## src/rtl/vend_pkg.sv

```systemverilog
// Shared vending-machine definitions.
//   cc_state_t      : coin/credit unit FSM states (also used by downstream FSMs
//                     that observe the unit's debug state).
//   CC_CREDIT_W     : default credit / price / change width in bits.
//   CC_CREDIT_MAX   : default saturation ceiling for credit.
//   CC_COIN_A_VAL   : default credit units for coin A.
//   CC_COIN_B_VAL   : default credit units for coin B.
package vend_pkg;

  typedef enum logic [2:0] {
    IDLE   = 3'd0,
    ADD    = 3'd1,
    VEND   = 3'd2,
    HOLD   = 3'd3,
    REFUND = 3'd4
  } cc_state_t;

  localparam int CC_CREDIT_W   = 4;
  localparam int CC_CREDIT_MAX = 15;
  localparam int CC_COIN_A_VAL = 1;
  localparam int CC_COIN_B_VAL = 2;

endpackage

```

## src/rtl/coin_credit_unit_if.sv

```systemverilog
// Vend request handshake between the product-select FSM (master) and the
// coin/credit unit (slave).
//   vend_req   : level, master -> slave. Held high for one purchase attempt.
//   vend_price : master -> slave, sampled together with vend_req.
//   vend_ack   : slave -> master, 1-cycle pulse, purchase accepted.
//   vend_nack  : slave -> master, 1-cycle pulse, insufficient credit.
// Handshake: one request level yields exactly one ack or nack pulse; the
// slave will not accept a new request until vend_req has been seen low.
interface coin_credit_unit_if #(
  parameter int CREDIT_W = 4
);
  logic                vend_req;
  logic [CREDIT_W-1:0] vend_price;
  logic                vend_ack;
  logic                vend_nack;

  modport slave (
    input  vend_req,
    input  vend_price,
    output vend_ack,
    output vend_nack
  );

  modport master (
    output vend_req,
    output vend_price,
    input  vend_ack,
    input  vend_nack
  );
endinterface

```

## src/rtl/btn_debounce.sv

```systemverilog
// Push-button conditioner: 2-FF synchroniser followed by a stability counter.
// The debounced level follows the synchronised input only after DB_CYCLES
// consecutive samples that differ from the current level; any sample equal to
// the current level restarts the count.
//   clk, reset  : clock, asynchronous active-high reset
//   btn_raw     : raw asynchronous button input
//   level       : debounced level
//   rise_pulse  : 1-cycle pulse, coincident with level going 0 -> 1
module btn_debounce #(
  parameter int DB_CYCLES = 1_000_000
) (
  input  logic clk,
  input  logic reset,
  input  logic btn_raw,
  output logic level,
  output logic rise_pulse
);

  localparam int CNT_W = (DB_CYCLES > 1) ? $clog2(DB_CYCLES) : 1;

  logic             sync_q1;
  logic             sync_q2;
  logic [CNT_W-1:0] cnt;

  always_ff @(posedge clk or posedge reset) begin
    if (reset) begin
      sync_q1 <= 1'b0;
      sync_q2 <= 1'b0;
    end else begin
      sync_q1 <= btn_raw;
      sync_q2 <= sync_q1;
    end
  end

  always_ff @(posedge clk or posedge reset) begin
    if (reset) begin
      cnt        <= '0;
      level      <= 1'b0;
      rise_pulse <= 1'b0;
    end else begin
      rise_pulse <= 1'b0;
      if (sync_q2 == level) begin
        cnt <= '0;
      end else if (cnt == CNT_W'(DB_CYCLES - 1)) begin
        // This is the DB_CYCLES-th differing sample in a row.
        cnt        <= '0;
        level      <= sync_q2;
        rise_pulse <= sync_q2;
      end else begin
        cnt <= cnt + CNT_W'(1);
      end
    end
  end

endmodule

```

## src/rtl/coin_credit_unit.sv

```systemverilog
// Coin/credit front end of the vending machine.
// Debounces two coin buttons and a refund button, keeps a saturating credit
// balance, and serves vend requests from the product-select FSM.
// Optional feature: define COIN_CREDIT_TIMEOUT_EN to add an idle timer
// (parameter TIMEOUT_CYCLES) that auto-refunds a non-zero balance after the
// unit has sat in IDLE for TIMEOUT_CYCLES cycles with no press or vend.
// Ports:
//   clk, reset    : clock, asynchronous active-high reset
//   coin_btn[1:0] : raw coin buttons, [0]=coin A, [1]=coin B
//   refund_btn    : raw refund button
//   vend_if       : vend request handshake (slave side)
//   credit        : current balance, registered
//   change_valid  : 1-cycle pulse qualifying change_amt
//   change_amt    : last refunded amount, held until the next refund
//   coin_reject   : 1-cycle pulse, coin would overflow CREDIT_MAX
//   dbg_state     : current FSM state
module coin_credit_unit
  import vend_pkg::*;
#(
  parameter int DB_CYCLES  = 1_000_000,
  parameter int CREDIT_W   = CC_CREDIT_W,
  parameter int CREDIT_MAX = CC_CREDIT_MAX,
  parameter int COIN_A_VAL = CC_COIN_A_VAL,
  parameter int COIN_B_VAL = CC_COIN_B_VAL
`ifdef COIN_CREDIT_TIMEOUT_EN
  ,
  parameter int unsigned TIMEOUT_CYCLES = 32'd3_000_000_000
`endif
) (
  input  logic                clk,
  input  logic                reset,
  input  logic [1:0]          coin_btn,
  input  logic                refund_btn,
  coin_credit_unit_if.slave   vend_if,
  output logic [CREDIT_W-1:0] credit,
  output logic                change_valid,
  output logic [CREDIT_W-1:0] change_amt,
  output logic                coin_reject,
  output cc_state_t           dbg_state
);

  localparam logic [CREDIT_W-1:0] VAL_A   = CREDIT_W'(COIN_A_VAL);
  localparam logic [CREDIT_W-1:0] VAL_B   = CREDIT_W'(COIN_B_VAL);
  localparam logic [CREDIT_W:0]   MAX_EXT = (CREDIT_W + 1)'(CREDIT_MAX);

  // ---------------------------------------------------------------- buttons
  logic lvl_a, lvl_b, lvl_r;
  logic press_a, press_b, press_r;

  btn_debounce #(.DB_CYCLES(DB_CYCLES)) u_db_a (
    .clk(clk), .reset(reset), .btn_raw(coin_btn[0]), .level(lvl_a), .rise_pulse(press_a)
  );
  btn_debounce #(.DB_CYCLES(DB_CYCLES)) u_db_b (
    .clk(clk), .reset(reset), .btn_raw(coin_btn[1]), .level(lvl_b), .rise_pulse(press_b)
  );
  btn_debounce #(.DB_CYCLES(DB_CYCLES)) u_db_r (
    .clk(clk), .reset(reset), .btn_raw(refund_btn), .level(lvl_r), .rise_pulse(press_r)
  );

  // Only the edge pulses are consumed here; levels are kept for observability.
  logic unused_levels;
  assign unused_levels = lvl_a ^ lvl_b ^ lvl_r;

  // ---------------------------------------------------------- state and flags
  cc_state_t           state_q, state_d;
  logic                pend_a, pend_b, pend_r;
  logic                clr_a, clr_b, clr_r;
  logic                load_price;
  logic [CREDIT_W-1:0] price_q;
  logic [CREDIT_W-1:0] add_val_q, add_val_d;
  logic                timeout_hit;
  logic                ack_q, nack_q;

  assign dbg_state         = state_q;
  assign vend_if.vend_ack  = ack_q;
  assign vend_if.vend_nack = nack_q;

`ifdef COIN_CREDIT_TIMEOUT_EN
  // Idle timer: counts only while sitting in IDLE holding a balance; any
  // press or any excursion out of IDLE (vend, add, refund) restarts it.
  logic [31:0] idle_cnt;
  logic        any_press;

  assign any_press   = press_a | press_b | press_r;
  assign timeout_hit = (idle_cnt == TIMEOUT_CYCLES);

  always_ff @(posedge clk or posedge reset) begin
    if (reset) begin
      idle_cnt <= '0;
    end else if (state_q != IDLE || credit == '0 || any_press) begin
      idle_cnt <= '0;
    end else if (!timeout_hit) begin
      idle_cnt <= idle_cnt + 32'd1;
    end
  end
`else
  assign timeout_hit = 1'b0;
`endif

  // Next-state decode. IDLE priority: refund (incl. timeout) > vend > coin A > coin B.
  always_comb begin
    state_d    = state_q;
    clr_a      = 1'b0;
    clr_b      = 1'b0;
    clr_r      = 1'b0;
    load_price = 1'b0;
    add_val_d  = add_val_q;
    case (state_q)
      IDLE: begin
        if (pend_r || timeout_hit) begin
          state_d = REFUND;
          clr_r   = 1'b1;
        end else if (vend_if.vend_req) begin
          state_d    = VEND;
          load_price = 1'b1;
        end else if (pend_a) begin
          state_d   = ADD;
          clr_a     = 1'b1;
          add_val_d = VAL_A;
        end else if (pend_b) begin
          state_d   = ADD;
          clr_b     = 1'b1;
          add_val_d = VAL_B;
        end
      end
      ADD:     state_d = IDLE;
      VEND:    state_d = HOLD;
      HOLD:    if (!vend_if.vend_req) state_d = IDLE;
      REFUND:  state_d = IDLE;
      default: state_d = IDLE;
    endcase
  end

  // A press arriving while its flag is already pending is dropped; a clear
  // only happens with the flag set, so clear-wins also drops a coincident press.
  always_ff @(posedge clk or posedge reset) begin
    if (reset) begin
      state_q   <= IDLE;
      pend_a    <= 1'b0;
      pend_b    <= 1'b0;
      pend_r    <= 1'b0;
      price_q   <= '0;
      add_val_q <= '0;
    end else begin
      state_q   <= state_d;
      pend_a    <= clr_a ? 1'b0 : (pend_a | press_a);
      pend_b    <= clr_b ? 1'b0 : (pend_b | press_b);
      pend_r    <= clr_r ? 1'b0 : (pend_r | press_r);
      add_val_q <= add_val_d;
      if (load_price) price_q <= vend_if.vend_price;
    end
  end

  // ------------------------------------------------------ credit and outputs
  // One bit wider than credit so an overflowing coin is detected, not wrapped.
  logic [CREDIT_W:0] sum;
  assign sum = {1'b0, credit} + {1'b0, add_val_q};

  always_ff @(posedge clk or posedge reset) begin
    if (reset) begin
      credit       <= '0;
      change_amt   <= '0;
      change_valid <= 1'b0;
      coin_reject  <= 1'b0;
      ack_q        <= 1'b0;
      nack_q       <= 1'b0;
    end else begin
      change_valid <= 1'b0;
      coin_reject  <= 1'b0;
      ack_q        <= 1'b0;
      nack_q       <= 1'b0;
      case (state_q)
        ADD: begin
          if (sum <= MAX_EXT) credit <= sum[CREDIT_W-1:0];
          else                coin_reject <= 1'b1;
        end
        VEND: begin
          if (credit >= price_q) begin
            credit <= credit - price_q;
            ack_q  <= 1'b1;
          end else begin
            nack_q <= 1'b1;
          end
        end
        REFUND: begin
          credit <= '0;
          // An empty refund is silent and leaves the previous change_amt.
          if (credit != '0) begin
            change_amt   <= credit;
            change_valid <= 1'b1;
          end
        end
        default: ;
      endcase
    end
  end

endmodule

```

## src/flat_wrapper.sv

```systemverilog
// flat-port wrapper written by rule: the top's interface ports become plain ports
module coin_credit_unit_flat import vend_pkg::*;
#(
  parameter int DB_CYCLES  = 1_000_000,
  parameter int CREDIT_W   = CC_CREDIT_W,
  parameter int CREDIT_MAX = CC_CREDIT_MAX,
  parameter int COIN_A_VAL = CC_COIN_A_VAL,
  parameter int COIN_B_VAL = CC_COIN_B_VAL

)
  (clk, reset, coin_btn, refund_btn, credit, change_valid, change_amt, coin_reject, dbg_state, vend_if_vend_req, vend_if_vend_price, vend_if_vend_ack, vend_if_vend_nack);
  coin_credit_unit_if #(.CREDIT_W(CREDIT_W)) vend_if_i ();
  input  logic clk;
  input  logic reset;
  input  logic [1:0] coin_btn;
  input  logic refund_btn;
  output logic [CREDIT_W-1:0] credit;
  output logic change_valid;
  output logic [CREDIT_W-1:0] change_amt;
  output logic coin_reject;
  output cc_state_t dbg_state;
  input wire logic [$bits(vend_if_i.vend_req)-1:0] vend_if_vend_req;
  input wire logic [$bits(vend_if_i.vend_price)-1:0] vend_if_vend_price;
  output wire logic [$bits(vend_if_i.vend_ack)-1:0] vend_if_vend_ack;
  output wire logic [$bits(vend_if_i.vend_nack)-1:0] vend_if_vend_nack;
  assign vend_if_i.vend_req = vend_if_vend_req;
  assign vend_if_i.vend_price = vend_if_vend_price;
  assign vend_if_vend_ack = vend_if_i.vend_ack;
  assign vend_if_vend_nack = vend_if_i.vend_nack;
  coin_credit_unit #(.DB_CYCLES(DB_CYCLES), .CREDIT_W(CREDIT_W), .CREDIT_MAX(CREDIT_MAX), .COIN_A_VAL(COIN_A_VAL), .COIN_B_VAL(COIN_B_VAL)) u_core (.clk(clk), .reset(reset), .coin_btn(coin_btn), .refund_btn(refund_btn), .vend_if(vend_if_i), .credit(credit), .change_valid(change_valid), .change_amt(change_amt), .coin_reject(coin_reject), .dbg_state(dbg_state));
endmodule
```

## config.mk

```make
export PLATFORM = sky130hd
export DESIGN_NAME = coin_credit_unit_flat
export DESIGN_NICKNAME = d
export VERILOG_FILES = /design/src/rtl/vend_pkg.sv /design/src/rtl/coin_credit_unit_if.sv /design/src/rtl/btn_debounce.sv /design/src/rtl/coin_credit_unit.sv /design/src/flat_wrapper.sv
export SDC_FILE = /design/constraint.sdc
export NUM_CORES = 1
export LEC_CHECK = 0
export ABC_AREA = 1
export ABC_CLOCK_PERIOD_IN_PS = 4180
export CAP_MARGIN = 5
export CELL_PAD_IN_SITES_DETAIL_PLACEMENT = 0
export CELL_PAD_IN_SITES_GLOBAL_PLACEMENT = 2
export CORE_ASPECT_RATIO = 1.5
export CORE_MARGIN = 10
export CORE_UTILIZATION = 37
export CTS_CLUSTER_DIAMETER = 120
export DETAILED_ROUTE_END_ITERATION = 12
export HOLD_SLACK_MARGIN = 0.02
export PLACE_DENSITY_LB_ADDON = 0.1
export SLEW_MARGIN = 20
export SYNTH_ARGS = -nofsm -noshare
export SYNTH_HDL_FRONTEND = slang
export SYNTH_SLANG_ARGS = --single-unit
export TNS_END_PERCENT = 50
```

## constraint.sdc

```tcl
create_clock -name clk -period 4.18 [get_ports clk]
set_clock_uncertainty 0.2 [all_clocks]
set_input_delay 0.836 -clock clk [delete_from_list [all_inputs] [get_ports clk]]
set_output_delay 0.836 -clock clk [all_outputs]
set_load 0.02 [all_outputs]
```

==> results.ini, run 1 <==
[global_route]
globalRoute.totalOverflow=0
globalRouteMet3Util_pct=2.75
grtUsageMet1_pct=13.8
grt_pass1_wl_mm=19.4
grt.met2_usage_pct=24.1
grt_busiest_layer=met2
grt_max_degree=63
grt_pass1_vias=4101
antenna_found_initial=0
grtUsageTotal_pct=12.9

[floorplan]
die_area_um2=18900
die_height_um=164
initial_utilization_pct=37.7
die_width_um=116
num_rows=52
design.core.area_um2=13500
ios=25

[routing]
viasPerCell=4.76
wl_mm=11.3
wl_per_cell_um=13.7
drtIter0Drc=183
drc=0
num_vias=3919
dr.pass1.iters=4
antenna_left=0

[critical_path]
startpoint_type=flop
cp_num_buf_inv=1
critPathArrivalTime_ns=1.49
cp_cell_sequence=clkdlybuf4s50_1
critical_path_depth=1
r2r_end=u_core.credit[2]
critPathTopFamily=buffers and inverters
critPathRequiredTime_ns=3.14
cpMaxStageDelayCell=clkdlybuf4s50_1
r2r_start=u_core.credit[0]
endpoint=credit[2]
r2r_cells=9
crit_start=u_core.credit[2]
slowest_delay_ns=0.66
ff2ff_setup_slack_ns=2.08
worstPathMaxFanout=8
critPathKind=reg -> out
crit_path_end_kind=output port

[clocking]
cts_resized=0
clk_pin_slew_ns=0.07
htree_levels=3
hold_buffers=0
cts_max_path_buffers=2
clock-sinks=96
cts_tree=yes
cts_root_buf=clkbuf_16
clk_latency_ns=0.34
cts_buffers=9
cts_setup_buffers=0

[synthesis]
synth_cell_types=28
synth.area.top_cells=dfrtp_1 (47%), nor2_1 (9.6%), nand2_1 (9.5%)
synth_simple_gate_area_share_pct=34.8
synth-seq-cells=96
syn_area_um2=5080
ys_warn_count=0
synthCells=620
syn_area_per_cell_um2=8.20
synthAdderAreaFrac_pct=3.00
synth-compound-area-share_pct=3.23
synth_xor_area_share_pct=6.38
synthesis.nets=641
synthMuxAreaShare_pct=0
ys_seq_area_share_pct=47.3
synth_top_cell_area_share_pct=47.3
yosysTopAreaCell=dfrtp_1
synth_top_family_by_area=simple AND/OR/NAND/NOR gates

[cells_and_area]
regArea_um2=2400
final_nets=678
fin_util_pct=43.4
area_growth_pct=15.0
n_antenna_cell=0
drive_gt1_share_pct=10.6
final.fill_count=1397
multi_input_area_um2=2410
fin_cells=824

[timing]
finalCriticalPeriod_ns=2.53
setup_viol=0
worst_pin_slew_ns=0.782
tns_ns=0
hold_viol=0
slew_headroom_pct=47.8
rsz0062_at_grt=no
fin_hold_ws_ns=0.150
fmax_mhz=396
timing.final.crit_share_pct=60.4
slew_viol_final=0

[power_and_ir_drop]
leakage_nw=2.56
power.total_mw=2.56
ir_drop_uv=199
powerDensity_nw_per_um2=438

[placed_design]
place.gp.congestion=0.787
port_buffers=24
hpwl_mm=8.72
dpl.cell_count=808

[outcome]
outcome=complete, no violations

[min_path]
hold_class=reg -> reg

[job]
drv_cap=0

-- per-stage QoR --
stage	setup slack, ns	instance area, um2
after floorplan	0.639	5080
after global placement	1.78	5540
after detailed placement	1.73	5540
after CTS	1.62	5840
after global routing	1.59	5840
final	1.65	5840
-- cells in the final DEF, fill, tap and decap left out, types with 4 or more instances in the layout --
master / synthesis / layout
nand4_1: 11 / 11
xor2_1: 22 / 22
o21ai_0: 12 / 12
dfrtp_1: 96 / 96
nand2_1: 128 / 128
nand3_2: 9 / 9
nor2_1: 130 / 130
a21oi_1: 13 / 13
nand3b_1: 4 / 4
ha_1: 9 / 9
nor3_1: 20 / 20
nor2_2: 12 / 12
clkbuf_16: 0 / 9
xnor2_1: 15 / 15
clkdlybuf4s50_1: 0 / 24
nand2_2: 14 / 14
nor2_4: 9 / 9
inv_1: 67 / 66
nand3_1: 29 / 29
-- metal layers --
layer  routed length (um)  part of all wire, %
met1                 4670                   41
met2                 6190                   55
met3                  318                  2.8
met4                  146                  1.3
met5                    0                    0
-- registers in the layout, summed over array words and instances, names as in the netlist, 2 cells and up --
name               count
u_core.u_db_a.cnt     20
u_core.dbg_state       3
u_core.change_amt      4
u_core.u_db_b.cnt     20
u_core.price_q         4
u_core.add_val_q       2
u_core.u_db_r.cnt     20
u_core.credit          4
-- cell type report --
| type | instances | share of cell area (%) |
|---|---|---|
| clock buffer | 14 | 4.52 |
| clock inverter | 2 | 0.642 |
| inverter | 71 | 4.65 |
| multi-input combinational | 453 | 41.2 |
| sequential | 96 | 41.1 |
| tap | 162 | 3.47 |
| timing repair buffer | 26 | 4.37 |
-- power breakdown --
part | internal [mW] | switching (mW) | total (mW)
clock network | 0.498 | 0.341 | 0.839
registers | 1.01 | 0.0809 | 1.09
logic | 0.249 | 0.379 | 0.628
-- kinds of logic after synthesis --
family,after synthesis
XOR/XNOR,37
buffers and inverters,71
AO/OA/AOI/OAI,31
flip-flops,96
AND/OR/NAND/NOR,374
adder cells (fa/ha/maj),11
-- how the worst min path moves through the flow --
stage / from / endpoint / cells past startpoint
floorplan: u_core.u_db_a.sync_q1 / u_core.u_db_a.sync_q2 / 0
global placement: u_core.u_db_a.sync_q1 / u_core.u_db_a.sync_q2 / 0
detailed placement: u_core.u_db_a.sync_q1 / u_core.u_db_a.sync_q2 / 0
CTS: u_core.u_db_a.sync_q1 / u_core.u_db_a.sync_q2 / 0
global route: u_core.u_db_r.sync_q1 / u_core.u_db_r.sync_q2 / 0
finish: u_core.u_db_a.sync_q1 / u_core.u_db_a.sync_q2 / 0
-- synth_stat cells --
library cell	n
a21oi_1	13
a31oi_1	2
clkinv_1	2
dfrtp_1	96
fa_1	2
ha_1	9
inv_1	67
inv_2	1
inv_4	1
nand2_1	128
nand2_2	14
nand2_4	3
nand3_1	29
nand3_2	9
nand3b_1	4
nand4_1	11
nor2_1	130
nor2_2	12
nor2_4	9
nor3_1	20
nor3_2	2
nor3_4	3
o21ai_0	12
o21ai_1	1
o21bai_1	2
o22ai_1	1
xnor2_1	15
xor2_1	22
Power figures use the tool's default switching activity.
==> run 2: changes to the inputs <==
ABC_CLOCK_PERIOD_IN_PS = 2160   (was 4180)
CORE_UTILIZATION = 33   (was 37)
clock period = 2.16 ns   (was 4.18 ns; I/O delays follow)
==> run 2 against run 1 <==
Effect of this change: count of clock-buffer cells in the layout shrank 5; die area grew 10%; critical path depth is the same; non-clock buffer count grew 2; register-to-register slack lost 2.0 ns; clock power grew 110%; via count shrank 0.18%; power grew 100%; sequential power grew 94%; wire length grew 2.2%; sequential share of layout area shrank 0.70 points; critical path type unchanged; critical endpoint is now dbg_state[1]; largest power group unchanged; highest routed layer unchanged.
==> results.ini, run 2 (synthesis results as in run 1) <==
[outcome]
outcome=complete, no violations  ; unchanged

[floorplan]
design.core.area_um2=15100  ; was 13500 um2
ios=25  ; unchanged
die_width_um=121  ; was 116 um
die_area_um2=20900  ; was 18900 um2
initial_utilization_pct=33.7  ; was 37.7%
num_rows=55  ; was 52
die_height_um=172  ; was 164 um

[global_route]
grtUsageTotal_pct=11.9  ; was 12.9%
grt_max_degree=97  ; was 63
globalRoute.totalOverflow=0  ; unchanged
grt_pass1_vias=4046  ; was 4101
antenna_found_initial=0  ; unchanged
grt_pass1_wl_mm=20.1  ; was 19.4 mm

[cells_and_area]
area_growth_pct=17.0  ; was 15.0%
final_cell_mix=nor2_1 (130), nand2_1 (128), dfrtp_1 (95)  ; was nor2_1 (130), nand2_1 (128), dfrtp_1 (96)
n_antenna_cell=0  ; unchanged
final_nets=680  ; was 678
fin_cells=862  ; was 824
reg_top3=u_core.u_db_a.cnt x20, u_core.u_db_b.cnt x20, u_core.u_db_r.cnt x20  ; unchanged
layout_commonest_cell=nor2_1  ; unchanged
drive_gt1_share_pct=11.5  ; was 10.6%

[critical_path]
critPathKind=reg -> out  ; unchanged
critPathTopFamily=buffers and inverters  ; unchanged
crit_path_end_kind=output port  ; unchanged
cp_cell_sequence=clkdlybuf4s50_1  ; unchanged
cp_num_buf_inv=1  ; unchanged
ff2ff_setup_slack_ns=0.12  ; was 2.08 ns
cpMaxStageDelayCell=clkdlybuf4s50_1  ; unchanged
worstPathMaxFanout=6  ; was 8
slowest_delay_ns=0.67  ; was 0.66 ns
critPathRequiredTime_ns=1.53  ; was 3.14 ns
startpoint_type=flop  ; unchanged
r2r_cells=8  ; was 9
r2r_start=u_core.credit[0]  ; unchanged
r2r_end=u_core.credit[0]  ; was u_core.credit[2]
critPathArrivalTime_ns=1.44  ; was 1.49 ns

[routing]
drtIter0Drc=156  ; was 183
wl_mm=11.6  ; was 11.3 mm
dr.pass1.iters=4  ; unchanged
antenna_left=0  ; unchanged
viasPerCell=4.54  ; was 4.76
num_vias=3912  ; was 3919
wl_per_cell_um=13.4  ; was 13.7 um
drc=0  ; unchanged

[clocking]
cts_buffers=9  ; unchanged
hold_buffers=0  ; unchanged
clk_latency_ns=0.35  ; was 0.34 ns
cts_max_path_buffers=2  ; unchanged
clk_pin_slew_ns=0.07  ; about the same
cts_root_buf=clkbuf_16  ; unchanged
clock-sinks=96  ; unchanged
htree_levels=3  ; unchanged
cts_tree=yes  ; unchanged

[power_and_ir_drop]
switchingPower_mw=1.65  ; was 802 uW
p_int_mw=3.50  ; was 1.76 mW
leakage_nw=2.58  ; was 2.56 nW
combPwrFrac_pct=25.1  ; was 24.5%
ir_drop_uv=450  ; was 199 uV
clkPwrFrac_pct=33.9  ; was 32.8%
p_sw_share_pct=32.0  ; was 31.3%
pwr-share-seq_pct=40.9  ; was 42.7%
powerDensity_nw_per_um2=865  ; was 438 nW/um2

[timing]
tns_ns=0  ; unchanged
slew_headroom_pct=64.0  ; was 47.8%
timing.final.crit_share_pct=95.9
setup_viol=0  ; unchanged
worst_pin_slew_ns=0.537  ; was 0.782 ns
finalCriticalPeriod_ns=2.07
fmax_mhz=483
rsz0062_at_grt=no  ; unchanged
slew_viol_final=0  ; unchanged
hold_viol=0  ; unchanged

[placed_design]
hpwl_mm=8.62  ; was 8.72 mm
dpl.cell_count=845  ; was 808
place.gp.congestion=0.779  ; was 0.787
port_buffers=24  ; unchanged

[job]
drv_cap=0  ; unchanged

[min_path]
hold_start=u_core.u_db_r.sync_q1  ; was u_core.u_db_a.sync_q1
hold_end=u_core.u_db_r.sync_q2  ; was u_core.u_db_a.sync_q2
holdPathStages=0  ; unchanged
hold_class=reg -> reg  ; unchanged

[run 2: worst max-delay path by stage]
stage,startpoint,depth (start not counted),end
after CTS,u_core.credit[1],1,credit[1]
after detailed placement,u_core.credit[0],10,u_core.credit[0]
final,u_core.dbg_state[1],1,dbg_state[1]
after global routing,u_core.credit[0],8,u_core.credit[2]
after global placement,u_core.credit[0],9,u_core.credit[1]
after floorplan,u_core.credit[0],9,u_core.credit[2]
[run 2: area by class of cell]
class,instances,area (um2)
Fill cell,1558,9120
Multi-Input combinational cell,453,2420
Sequential cell,96,2400
Timing Repair Buffer,28,283
Inverter,71,273
Tap cell,199,249
Clock buffer,9,225
Clock inverter,6,93.8
[run 2: what timing repair did]
item                                    in CTS  in global routing
setup buffers                                0                  2
gates resized for setup                      0                  3
endpoints found under the setup margin       0                  5
[run 2: power groups by stage]
stage	logic, mW	registers [mW]	clock network [mW]
final	1.29	2.11	1.75
after global routing	1.47	2.13	1.89
after CTS	1.27	2.11	1.80
after detailed placement	1.27	2.15	0
after global placement	1.27	2.14	0
after floorplan	0.777	2.20	0
[run 2: per-stage QoR]
| step | setup WS (ns) | hold slack, ns | power [mW] | util, % | cell area (um2) |
|---|---|---|---|---|---|
| final | 0.0878 | 0.159 | 5.15 | 39.5 | 5950 |
| after global routing | 0.0143 | 0.171 | 5.49 | 39.5 | 5950 |
| after CTS | 0.0366 | 0.168 | 5.19 | 39.3 | 5920 |
| after detailed placement | 0.106 | 0.152 | 3.42 | 37.2 | 5600 |
| after global placement | 0.146 | 0.143 | 3.41 | 37.2 | 5600 |
| after floorplan | 0.173 | 0.131 | 2.97 | - | 5080 |
[run 2: routing by layer]
| layer | vias up | track usage [%] | part of all wire (%) |
|---|---|---|---|
| li1 | 2026 | - | - |
| met1 | 1848 | 13.9 | 44 |
| met2 | 28 | 21.3 | 52 |
| met3 | 10 | 1.89 | 2.3 |
| met4 | 0 | 4.21 | 1.4 |
| met5 | - | 0 | 0 |
==> run 3: changes to the inputs <==
CORE_MARGIN = 4   (was 10)
==> run 3 against run 2 <==
Effect of this change: worst hold slack worse by 0.0066 ns; combinational power hardly changed; sequential cell count stayed put; sequential power hardly changed; sequential share of layout area is 0.23 points higher.
==> results.ini, run 3 (synthesis results as in run 1) <==
[cells_and_area]
area_growth_pct=16.4  ; was 17.0%
fin_cells=863  ; was 862
final_nets=680  ; unchanged
final_cell_mix=nor2_1 (130), nand2_1 (128), dfrtp_1 (94)  ; was nor2_1 (130), nand2_1 (128), dfrtp_1 (95)
drive_gt1_share_pct=11.6  ; was 11.5%
n_antenna_cell=0  ; unchanged
layout_commonest_cell=nor2_1  ; unchanged
reg_top3=u_core.u_db_a.cnt x20, u_core.u_db_b.cnt x20, u_core.u_db_r.cnt x20  ; unchanged
design_area_um2=5920  ; was 5950 um2
final.fill_count=1622  ; was 1558

[routing]
num_vias=3934  ; was 3912
wl_per_cell_um=13.4  ; about the same
viasPerCell=4.56  ; was 4.54
drc=0  ; unchanged
drtIter0Drc=105  ; was 156
dr.pass1.iters=4  ; unchanged
antenna_left=0  ; unchanged
wl_mm=11.5  ; was 11.6 mm

[timing]
fmax_mhz=477  ; was 483 MHz
timing.final.crit_share_pct=97.1  ; was 95.9%
tns_ns=0  ; unchanged
slew_viol_final=0  ; unchanged
slew_headroom_pct=63.5  ; was 64.0%
finalCriticalPeriod_ns=2.10  ; was 2.07 ns
worst_slack_ns=0.0626  ; was 0.0878 ns
setup_viol=0  ; unchanged
hold_viol=0  ; unchanged
rsz0062_at_grt=no  ; unchanged
worst_pin_slew_ns=0.543  ; was 0.537 ns

[floorplan]
die_height_um=160  ; was 172 um
design.core.area_um2=15100  ; unchanged
initial_utilization_pct=33.7  ; unchanged
die_area_um2=17500  ; was 20900 um2
num_rows=55  ; unchanged
ios=25  ; unchanged
die_width_um=109  ; was 121 um

[critical_path]
slowest_delay_ns=0.61  ; was 0.67 ns
r2r_cells=8  ; unchanged
cpMaxStageDelayCell=clkdlybuf4s50_1  ; unchanged
endpoint=credit[0]  ; was dbg_state[1]
startpoint_type=flop  ; unchanged
crit_path_end_kind=output port  ; unchanged
critPathKind=reg -> out  ; unchanged
r2r_end=u_core.credit[0]  ; unchanged
cp_cell_sequence=buf_4 -> clkdlybuf4s50_1  ; was clkdlybuf4s50_1
critPathRequiredTime_ns=1.53  ; about the same
ff2ff_setup_slack_ns=0.08  ; was 0.12 ns
crit_start=u_core.credit[0]  ; was u_core.dbg_state[1]
worstPathMaxFanout=3  ; was 6
critPathArrivalTime_ns=1.47  ; was 1.44 ns
r2r_start=u_core.credit[0]  ; unchanged

[power_and_ir_drop]
ir_drop_uv=392  ; was 450 uV
leakage_nw=2.57  ; was 2.58 nW
powerDensity_nw_per_um2=833  ; was 865 nW/um2
power.total_mw=4.93  ; was 5.15 mW

[placed_design]
place_area_um2=5610  ; was 5600 um2
hpwl_mm=8.69  ; was 8.62 mm
place.gp.congestion=0.822  ; was 0.779
dpl.cell_count=845  ; unchanged
place_ws_ns=0.0894  ; was 0.106 ns
port_buffers=24  ; unchanged

[global_route]
grt_pass1_wl_mm=19.7  ; was 20.1 mm
grt_pass1_vias=4055  ; was 4046
grt_max_degree=46  ; was 97
globalRoute.totalOverflow=0  ; unchanged
grtUsageTotal_pct=14.3  ; was 11.9%
antenna_found_initial=0  ; unchanged

[clocking]
hold_buffers=0  ; unchanged
cts_root_buf=clkbuf_16  ; unchanged
cts_tree=yes  ; unchanged
clk_pin_slew_ns=0.07  ; about the same
cts_buffers=9  ; unchanged
clock-sinks=96  ; unchanged
htree_levels=3  ; unchanged
clk_latency_ns=0.35  ; about the same
cts_max_path_buffers=2  ; unchanged

[min_path]
hold_class=reg -> reg  ; unchanged

[outcome]
outcome=complete, no violations  ; unchanged

[job]
drv_cap=0  ; unchanged

## run 3: repair_timing
item | in CTS | in global routing
setup endpoints to repair | 1 | 4
buffers inserted | 0 | 2
resized for setup | 1 | 3
pin swaps | 0 | 1
## run 3: routing by layer
metal / vias to the layer above / track usage, % / wire length (um)
li1: 2023 / - / -
met1: 1867 / 16.8 / 5020
met2: 30 / 25.7 / 6040
met3: 14 / 1.70 / 204
met4: 0 / 6.35 / 265
met5: - / 0 / 0
## run 3: cell type report
cell class	instances	area (um2)	area share (%)
clock buffers	11	243	4.10
repair buffers	28	295	4.99
well taps	199	249	4.21
inverters	71	273	4.61
flip-flops and latches	96	2400	40.6
multi-input cells	453	2420	40.9
clock inverters	5	32.5	0.550
## run 3: worst min path at each step
| stage | startpoint | end | depth (start not counted) |
|---|---|---|---|
| after detailed placement | u_core.u_db_r.sync_q1 | u_core.u_db_r.sync_q2 | 0 |
| after CTS | u_core.u_db_r.sync_q1 | u_core.u_db_r.sync_q2 | 0 |
| after floorplan | u_core.u_db_a.sync_q1 | u_core.u_db_a.sync_q2 | 0 |
| after global placement | u_core.u_db_a.sync_q1 | u_core.u_db_a.sync_q2 | 0 |
| final | u_core.u_db_r.sync_q1 | u_core.u_db_r.sync_q2 | 0 |
| after global routing | u_core.u_db_a.sync_q1 | u_core.u_db_a.sync_q2 | 0 |
## run 3: per-stage QoR
stage,hold slack (ns),util [%]
after detailed placement,0.139,37.3
after CTS,0.154,39.1
after floorplan,0.131,-
final,0.152,39.3
after global placement,0.141,37.3
after global routing,0.163,39.3
## run 3: power by group
group	total [mW]	internal, mW	switching [mW]
Clock	1.54	0.812	0.729
Sequential	2.12	1.96	0.155
Combinational	1.27	0.512	0.758
Total	4.93	3.29	1.64
## run 3: worst max-delay path: cells and delay by family, from the launching register on
family   cells  cell delay, ns
flops        1            0.38
buf+inv      2            0.74
